$ cat config.mk
export PLATFORM = sky130hd
export DESIGN_NAME = execution_controller_flat
export DESIGN_NICKNAME = d
export VERILOG_FILES = /design/src/rtl/debug_pkg.sv /design/src/rtl/execution_controller_if.sv /design/src/rtl/execution_controller_report_serializer.sv /design/src/rtl/execution_controller.sv /design/src/flat_wrapper.sv
export SDC_FILE = /design/constraint.sdc
export NUM_CORES = 1
export LEC_CHECK = 0
export ABC_AREA = 1
export CORE_MARGIN = 2
export CORE_UTILIZATION = 34
export CTS_CLUSTER_SIZE = 30
export DETAILED_ROUTE_END_ITERATION = 10
export PLACE_DENSITY = 0.53
export SYNTH_ARGS = -nofsm -noshare
export SYNTH_HDL_FRONTEND = slang
export SYNTH_HIERARCHICAL = 1
export SYNTH_SLANG_ARGS = --single-unit
export TNS_END_PERCENT = 50
$ cat constraint.sdc
create_clock -name i_clk -period 4.3 [get_ports i_clk]
set_input_delay 0.86 -clock i_clk [delete_from_list [all_inputs] [get_ports i_clk]]
set_output_delay 0.86 -clock i_clk [all_outputs]
set_load 0.03 [all_outputs]
$ cat src/rtl/debug_pkg.sv
// Shared debug-controller definitions: command codes, FSM states and report geometry.
package debug_pkg;

  localparam logic [7:0] CMD_RUN    = 8'h52;
  localparam logic [7:0] CMD_STEP   = 8'h53;
  localparam logic [7:0] CMD_REPORT = 8'h50;

  localparam int REPORT_BYTES = 4;
  localparam int RPT_W        = 8 * REPORT_BYTES;
  localparam int IDX_W        = $clog2(REPORT_BYTES);

  typedef enum logic [2:0] {
    ST_IDLE   = 3'd0,
    ST_RUN    = 3'd1,
    ST_STEP   = 3'd2,
    ST_LOAD   = 3'd3,
    ST_SEND   = 3'd4,
    ST_HALTED = 3'd5
  } state_e;

  // Saturating increment: the report format has no room for a wrapped count.
  function automatic logic [15:0] sat_inc16(input logic [15:0] v);
    return (v == 16'hFFFF) ? v : v + 16'd1;
  endfunction

endpackage

$ cat src/rtl/execution_controller_if.sv
// Debug/run-control bundle between the execution controller and the core + UART side.
interface execution_controller_if #(
  parameter int MSB = 11
) ();

  logic [7:0]     i_cmd;
  logic           i_cmd_valid;
  logic [MSB-1:0] i_pc;
  logic           i_halt;
  logic           o_pc_enable;
  logic [7:0]     o_tx_data;
  logic           o_tx_valid;
  logic           i_tx_ready;
  logic           o_busy;
  logic           o_halted;

  modport master (
    input  i_cmd, i_cmd_valid, i_pc, i_halt, i_tx_ready,
    output o_pc_enable, o_tx_data, o_tx_valid, o_busy, o_halted
  );

  modport slave (
    output i_cmd, i_cmd_valid, i_pc, i_halt, i_tx_ready,
    input  o_pc_enable, o_tx_data, o_tx_valid, o_busy, o_halted
  );

endinterface

$ cat src/rtl/execution_controller_report_serializer.sv
// Shifts a 32-bit PC/count report out MSB-first as bytes over a valid/ready handshake.
module report_serializer
  import debug_pkg::*;
(
  input  logic             i_clk,
  input  logic             i_rst,
  input  logic             load_i,
  input  logic [RPT_W-1:0] data_i,
  input  logic             tx_ready_i,
  output logic [7:0]       tx_data_o,
  output logic             tx_valid_o,
  output logic             done_o
);

  logic [RPT_W-1:0] sreg_q, sreg_d;
  logic [IDX_W-1:0] idx_q, idx_d;
  logic             vld_q, vld_d;
  logic             xfer;

  assign xfer   = vld_q & tx_ready_i;
  assign done_o = xfer & (idx_q == IDX_W'(REPORT_BYTES - 1));

  always_comb begin
    sreg_d = sreg_q;
    idx_d  = idx_q;
    vld_d  = vld_q;
    if (load_i) begin
      sreg_d = data_i;
      idx_d  = '0;
      vld_d  = 1'b1;
    end else if (xfer) begin
      sreg_d = sreg_q << 8;
      idx_d  = idx_q + 1'b1;
      if (done_o) vld_d = 1'b0;
    end
  end

  always_ff @(posedge i_clk) begin
    if (i_rst) begin
      sreg_q <= '0;
      idx_q  <= '0;
      vld_q  <= 1'b0;
    end else begin
      sreg_q <= sreg_d;
      idx_q  <= idx_d;
      vld_q  <= vld_d;
    end
  end

  // Head byte is presented directly; it only moves on an accepted transfer.
  assign tx_data_o  = sreg_q[RPT_W-1 -: 8];
  assign tx_valid_o = vld_q;

endmodule

$ cat src/rtl/execution_controller.sv
// Run/step/halt control for the core PC plus PC/cycle-count report toward the debug UART.
module execution_controller
  import debug_pkg::*;
#(
  parameter int MSB   = 11,
  parameter int CNT_W = 16
) (
  input  logic                  i_clk,
  input  logic                  i_rst,
  execution_controller_if.master dbg
);

  state_e           state_q, state_d;
  logic             pc_en_q, pc_en_d;
  logic             halt_seen_q, halt_seen_d;
  logic [CNT_W-1:0] cnt_q;
  logic             ser_load, ser_done;
  logic [RPT_W-1:0] rpt_word;

  // state register
  always_ff @(posedge i_clk) begin
    if (i_rst) state_q <= ST_IDLE;
    else       state_q <= state_d;
  end

  // next-state: commands are judged against the current state only
  always_comb begin
    state_d     = state_q;
    halt_seen_d = halt_seen_q;
    case (state_q)
      ST_IDLE: begin
        if (dbg.i_cmd_valid) begin
          case (dbg.i_cmd)
            CMD_RUN:    state_d = ST_RUN;
            CMD_STEP:   state_d = ST_STEP;
            CMD_REPORT: state_d = ST_LOAD;
            default:    state_d = ST_IDLE;
          endcase
        end
      end
      ST_RUN: begin
        if (dbg.i_halt) begin
          halt_seen_d = 1'b1;
          state_d     = ST_LOAD;
        end
      end
      ST_STEP: begin
        if (dbg.i_halt) halt_seen_d = 1'b1;
        state_d = ST_LOAD;
      end
      ST_LOAD: state_d = ST_SEND;
      ST_SEND: begin
        if (ser_done) state_d = halt_seen_q ? ST_HALTED : ST_IDLE;
      end
      ST_HALTED: begin
        if (dbg.i_cmd_valid && dbg.i_cmd == CMD_REPORT) state_d = ST_LOAD;
      end
      default: state_d = ST_IDLE;
    endcase
  end

  // outputs; enable is registered from the next state so it tracks RUN/STEP exactly
  always_comb begin
    pc_en_d      = (state_d == ST_RUN) || (state_d == ST_STEP);
    ser_load     = (state_q == ST_LOAD);
    dbg.o_busy   = (state_q != ST_IDLE) && (state_q != ST_HALTED);
    dbg.o_halted = (state_q == ST_HALTED);
  end

  always_ff @(posedge i_clk) begin
    if (i_rst) begin
      pc_en_q     <= 1'b0;
      halt_seen_q <= 1'b0;
      cnt_q       <= '0;
    end else begin
      pc_en_q     <= pc_en_d;
      halt_seen_q <= halt_seen_d;
      if (pc_en_q) cnt_q <= sat_inc16(cnt_q);
    end
  end

  assign dbg.o_pc_enable = pc_en_q;

  // PC zero-extended to 16 bits in the high half, cycle count in the low half
  assign rpt_word = {16'(dbg.i_pc), cnt_q};

  report_serializer u_ser (
    .i_clk      (i_clk),
    .i_rst      (i_rst),
    .load_i     (ser_load),
    .data_i     (rpt_word),
    .tx_ready_i (dbg.i_tx_ready),
    .tx_data_o  (dbg.o_tx_data),
    .tx_valid_o (dbg.o_tx_valid),
    .done_o     (ser_done)
  );

endmodule

$ cat src/flat_wrapper.sv
// flat-port wrapper written by rule: the top's interface ports become plain ports
module execution_controller_flat import debug_pkg::*;
#(
  parameter int MSB   = 11,
  parameter int CNT_W = 16
)
  (i_clk, i_rst, dbg_i_cmd, dbg_i_cmd_valid, dbg_i_pc, dbg_i_halt, dbg_i_tx_ready, dbg_o_pc_enable, dbg_o_tx_data, dbg_o_tx_valid, dbg_o_busy, dbg_o_halted);
  execution_controller_if #(.MSB(MSB)) dbg_i ();
  input  logic i_clk;
  input  logic i_rst;
  input wire logic [$bits(dbg_i.i_cmd)-1:0] dbg_i_cmd;
  input wire logic [$bits(dbg_i.i_cmd_valid)-1:0] dbg_i_cmd_valid;
  input wire logic [$bits(dbg_i.i_pc)-1:0] dbg_i_pc;
  input wire logic [$bits(dbg_i.i_halt)-1:0] dbg_i_halt;
  input wire logic [$bits(dbg_i.i_tx_ready)-1:0] dbg_i_tx_ready;
  output wire logic [$bits(dbg_i.o_pc_enable)-1:0] dbg_o_pc_enable;
  output wire logic [$bits(dbg_i.o_tx_data)-1:0] dbg_o_tx_data;
  output wire logic [$bits(dbg_i.o_tx_valid)-1:0] dbg_o_tx_valid;
  output wire logic [$bits(dbg_i.o_busy)-1:0] dbg_o_busy;
  output wire logic [$bits(dbg_i.o_halted)-1:0] dbg_o_halted;
  assign dbg_i.i_cmd = dbg_i_cmd;
  assign dbg_i.i_cmd_valid = dbg_i_cmd_valid;
  assign dbg_i.i_pc = dbg_i_pc;
  assign dbg_i.i_halt = dbg_i_halt;
  assign dbg_i.i_tx_ready = dbg_i_tx_ready;
  assign dbg_o_pc_enable = dbg_i.o_pc_enable;
  assign dbg_o_tx_data = dbg_i.o_tx_data;
  assign dbg_o_tx_valid = dbg_i.o_tx_valid;
  assign dbg_o_busy = dbg_i.o_busy;
  assign dbg_o_halted = dbg_i.o_halted;
  execution_controller #(.MSB(MSB), .CNT_W(CNT_W)) u_core (.i_clk(i_clk), .i_rst(i_rst), .dbg(dbg_i));
endmodule
; Yosys cells after proc, flatten, opt, wreduce, memory -nomap -nowiden
; Cells that the tools add are included.
[word_totals]
elab_cells = 50
in_bits = 24
reg_bits = 56
[classes]
reduce_logical = 12
bitwise_logic = 3
n_eq_ne = 13
addsub = 2
muxes = 12
[ops]
columns = op, n
row1 = 2-to-1 mux 27 bit, 2
row2 = == test 8 x 7 -> 1 bit (second input constant), 3
row3 = one-hot mux 3 bit (6 select lines), 1
row4 = adder 16 x 1 -> 16 bit (second input constant), 1
row5 = == test 16 bit (second input constant), 1
row6 = 2-to-1 mux 3 bit, 5
row7 = == test 3 x 2 -> 1 bit (second input constant), 3
row8 = == test 3 x 1 -> 1 bit (second input constant), 2
row9 = == test 3 bit (second input constant), 2
row10 = one-hot mux 2 bit (3 select lines), 1
row11 = AND reduction 2 bit, 3
row12 = nonzero test 2 bit, 2
row13 = OR reduction 2 bit, 2
row14 = logical NOT 3 bit, 1
row15 = 2-to-1 mux 1 bit, 3
row16 = != test 3 bit (second input constant), 1
row17 = nonzero test 3 bit, 1
row18 = adder 2 x 1 -> 2 bit (second input constant), 1
row19 = AND 1 bit, 2
row20 = == test 2 bit (second input constant), 1
row21 = logical AND 1 bit, 2
row22 = logical OR 1 bit, 1
row23 = NOT 1 bit, 1

; Logic depth before layout (Yosys ltp)
[depth]
word_depth = 6
depth_mapped = 13

; Modules after synthesis
; Netlist, hierarchy kept.
[modules_own_cells]
columns = module, seq_area_each_um2, cells_per_inst, area_per_inst_um2, n_inst
row1 = report_serializer, 700.7, 246, 1921.8, 1
row2 = execution_controller, 420.4, 206, 1288.7, 1

; Worst setup path after synthesis
; No wires, ideal clock.
[synth_path]
path_kind = register to output
startpoint = reg u_core.state_q[2]
endpoint = out dbg_o_busy
path_stages_with_launch = 4
t_arrival_ps = 1292
required_time_ps = 3440
path_slack_ps = 2148
path_cell_list = dfxtp_1 inv_1 nor2_1 a21oi_1
[synth_via]
elab_chain_len = 2
elab_cells_between_ends = 3
classes_between = eq/ne: 1 / reduce/logical: 2
[synth_rtl]
columns = item, line_no
row1 = start: declaration, execution_controller.sv:13  ; state_e state_q, state_d;
row2 = start signal: assignment, execution_controller.sv:23  ; else state_q <= state_d;
row3 = != test 3 bit or nonzero test 3 bit (tied branches), execution_controller.sv:66  ; dbg.o_busy = (state_q != ST_IDLE) && (state_q != ST_HALTED);
row4 = logical AND 1 bit *, execution_controller.sv:66
row5 = end: declaration, flat_wrapper.sv:19  ; output wire logic [$bits(dbg_i.o_busy)-1:0] dbg_o_busy;
; Mark *: on every way between the ends. The rest lies on a longest branch, timed or not.

; Worst setup path in the final report
[layout_path]
startpoint = reg u_core.state_q[2]
endpoint = out dbg_o_halted
[layout_via]
elab_chain_len = 1
[layout_rtl]
columns = item, line_no
row1 = == test 3 bit, execution_controller.sv:67  ; dbg.o_halted = (state_q == ST_HALTED);
row2 = end: declaration, flat_wrapper.sv:20  ; output wire logic [$bits(dbg_i.o_halted)-1:0] dbg_o_halted;
; Every way passes these cells.

==> reports/metrics.cfg <==
[run_status]
status = finished, final reports clean

[placement]
placedCellCount = 573
place_congestion = 0.7779
port_buffers = 35
post-dp-hpwl_um = 4143

[yosys]
synth_area_sq_mm = 0.003211
synth_compound_area_frac = 0.1333
yosysMostFrequentCell = nand2_1
synth_top_area_frac = 0.3492
synth_ff_type = dfxtp_1
synthMuxAreaShare = 0
synth_warnings = 6
synth.cells.most_frequent = 156 x nand2_1, 56 x dfxtp_1, 34 x inv_1, 33 x nor2_1, 31 x nand3_1
ys_types = 32
synthSimpleGateAreaFrac = 0.3722
yosys.area.top_type = dfxtp_1
synth_edf_count = 0
synthXorXnorAreaFrac = 0.01091
async_flop_share = 0
synth_top_family_by_area = simple AND/OR/NAND/NOR gates
synth_cells = 452
ys_seq_area_frac = 0.3492
ys_ff_latch = 56
synth_fa_ha_area_frac = 0.007794
yosys-top-cells-area = dfxtp_1 35%, nand2_1 18%, nand3_2 7.2%, a21oi_2 6.8%, nand3_1 4.8%
avgSynthCellArea_sq_um = 7.103

[sta]
post-route-period-util = 0.6285
finalHoldViolations = 0
finalSetupTns_ps = 0
final.setup_skew_ps = 3.555
layout_min_cycle_time_ps = 2703
setup_viol = 0
slew_headroom = 0.5469
clock.fmax_ghz = 0.3700
final_max_slew_viol_count = 0
rsz0062_at_grt = no
tightest_slew_ps = 678.9
holdWs_ps = 466.4

[clock_network]
post-cts-setup-buffer-count = 0
cts_made_buffers = 5
clk_pin_slew_ps = 100
cts.path.max_buffers = 2
cts_root_buf = clkbuf_8
cts_resized = 0
cts_tree = yes
cts_sinks = 56
cts.htree.levels = 2
insertion_delay_ps = 310
cts.hold.buffers_added = 0

[pwr]
p_leak_uw = 0.001316
peakVddDrop_uv = 107.4
total_power_uw = 957.1
powerDensity_mw_per_mm2 = 266.4

[die]
die_h_um = 101.2
die_width_um = 101.2
core_sq_mm = 0.009196
start_util = 0.3491
num_rows = 35
io_pins = 36
die_area_sq_mm = 0.01024

[routing]
dr.pass1.iters = 6
vias = 2695
drt-initial-drc-count = 59
routedWlPerCell_um = 11.06
drc = 0
final_antenna_net_count = 0
vias_per_cell = 4.639
wl_um = 6425

[global_route]
antenna_found_initial = 0
grt_pass1_wl_um = 10930
grt.overflow.total = 0
grt_max_degree = 59
grt_pass1_vias = 2371
grt_use_total = 0.1307

[setup_path]
end_kind = primary output
cp-start-kind = flop
critPathKind = flop to primary output
cp-startpoint = u_core/state_q[2]
cp.arrival_ps = 1840
crit_fanout = 5
rr_startpoint = u_core/state_q[2]
required_ps = 3440

[job]
drv_cap = 0

[final_layout]
multi_input_area_sq_mm = 0.001702
areaGrowthSynthToFinish_pct = 11.89
final_nets = 495
instances_no_fill = 581
drive_above_1_share = 0.1489
n_antenna_cell = 0
fill_cells = 970
seq_area_sq_mm = 0.001121

[hold_path]
hold_class = flop to flop
min-delay-start = u_core/halt_seen_q

path summary, 6_finish.rpt:
path	endpoint	slack, ps	cells past startpoint
worst min register to register	u_core/halt_seen_q	470	2
worst min-delay path	u_core/halt_seen_q	470	2
worst max register to register	u_core/u_ser/sreg_q[21]	2340	8
worst max-delay path	dbg_o_halted	1600	3
metrics by stage:
step	utilization	instance area (sq um)	worst slack, ps
2_1_floorplan	-	3226	2148
3_3_place_gp	0.3769	3466	1837
3_5_place_dp	0.3769	3466	1785
4_1_cts	0.3906	3592	1584
5_1_grt	0.3906	3592	1501
6_report	0.3906	3592	1597
registers in the layout, summed over array words and instances, names as in the netlist:
register	flops
u_core/u_ser/idx_q	2
u_core/cnt_q	16
u_core/u_ser/sreg_q	32
u_core/u_ser/tx_valid_o	1
u_core/halt_seen_q	1
u_core/state_q	3
u_core/dbg.o_pc_enable	1
critical path, cell delays in order (launching register included):
cell and delay (ps):
dfxtp_1 400, inv_1 110, nor2_1 280, clkdlybuf4s50_1 730
layer usage:
| metal | up-vias | global-route usage | wire (um) |
|---|---|---|---|
| met5 | - | 0 | 0 |
| met4 | 0 | 0.04366 | 80 |
| li1 | 1455 | - | - |
| met3 | 7 | 0.02692 | 196 |
| met1 | 1201 | 0.1794 | 3318 |
| met2 | 32 | 0.2053 | 2830 |
power by group:
part / switching [uW] / internal [uW] / leakage [uW]
Clock: 176 / 206 / 0.0000645
Combinational: 28.2 / 25.7 / 0.000800
Sequential: 1.87 / 520 / 0.000451
Total: 206 / 751 / 0.00132
kinds of logic (layout without fill, tap and decap cells):
logic type                 count (synthesis)  count (layout)
buffers and inverters                     67              81
AOI/OAI and AO/OA                         65              65
other                                      1               5
DFF                                       56              56
and+or+nand+nor                          257             257
xor gates and xnor gates                   4               4
adders and majority gates                  2               2
cell type report:
cell class | instances | area share
Sequential cell | 56 | 0.3121
Clock buffer | 7 | 0.02682
Clock inverter | 1 | 0.008359
Multi-Input combinational cell | 333 | 0.4737
Timing Repair Buffer | 38 | 0.1024
Tap cell | 111 | 0.03866
Inverter | 35 | 0.03797
placed cells by master (no fill, tap or decap), types with 3 or more instances in the layout:
| cell | count |
|---|---|
| a21oi_1 | 27 |
| a21oi_2 | 25 |
| buf_4 | 3 |
| clkbuf_8 | 7 |
| clkdlybuf4s50_1 | 34 |
| conb_1 | 5 |
| dfxtp_1 | 56 |
| inv_1 | 34 |
| nand2_1 | 156 |
| nand3_1 | 31 |
| nand3_2 | 23 |
| nor2_1 | 33 |
| nor2_2 | 3 |
| o21ai_0 | 9 |
Power figures use the tool's default switching activity.
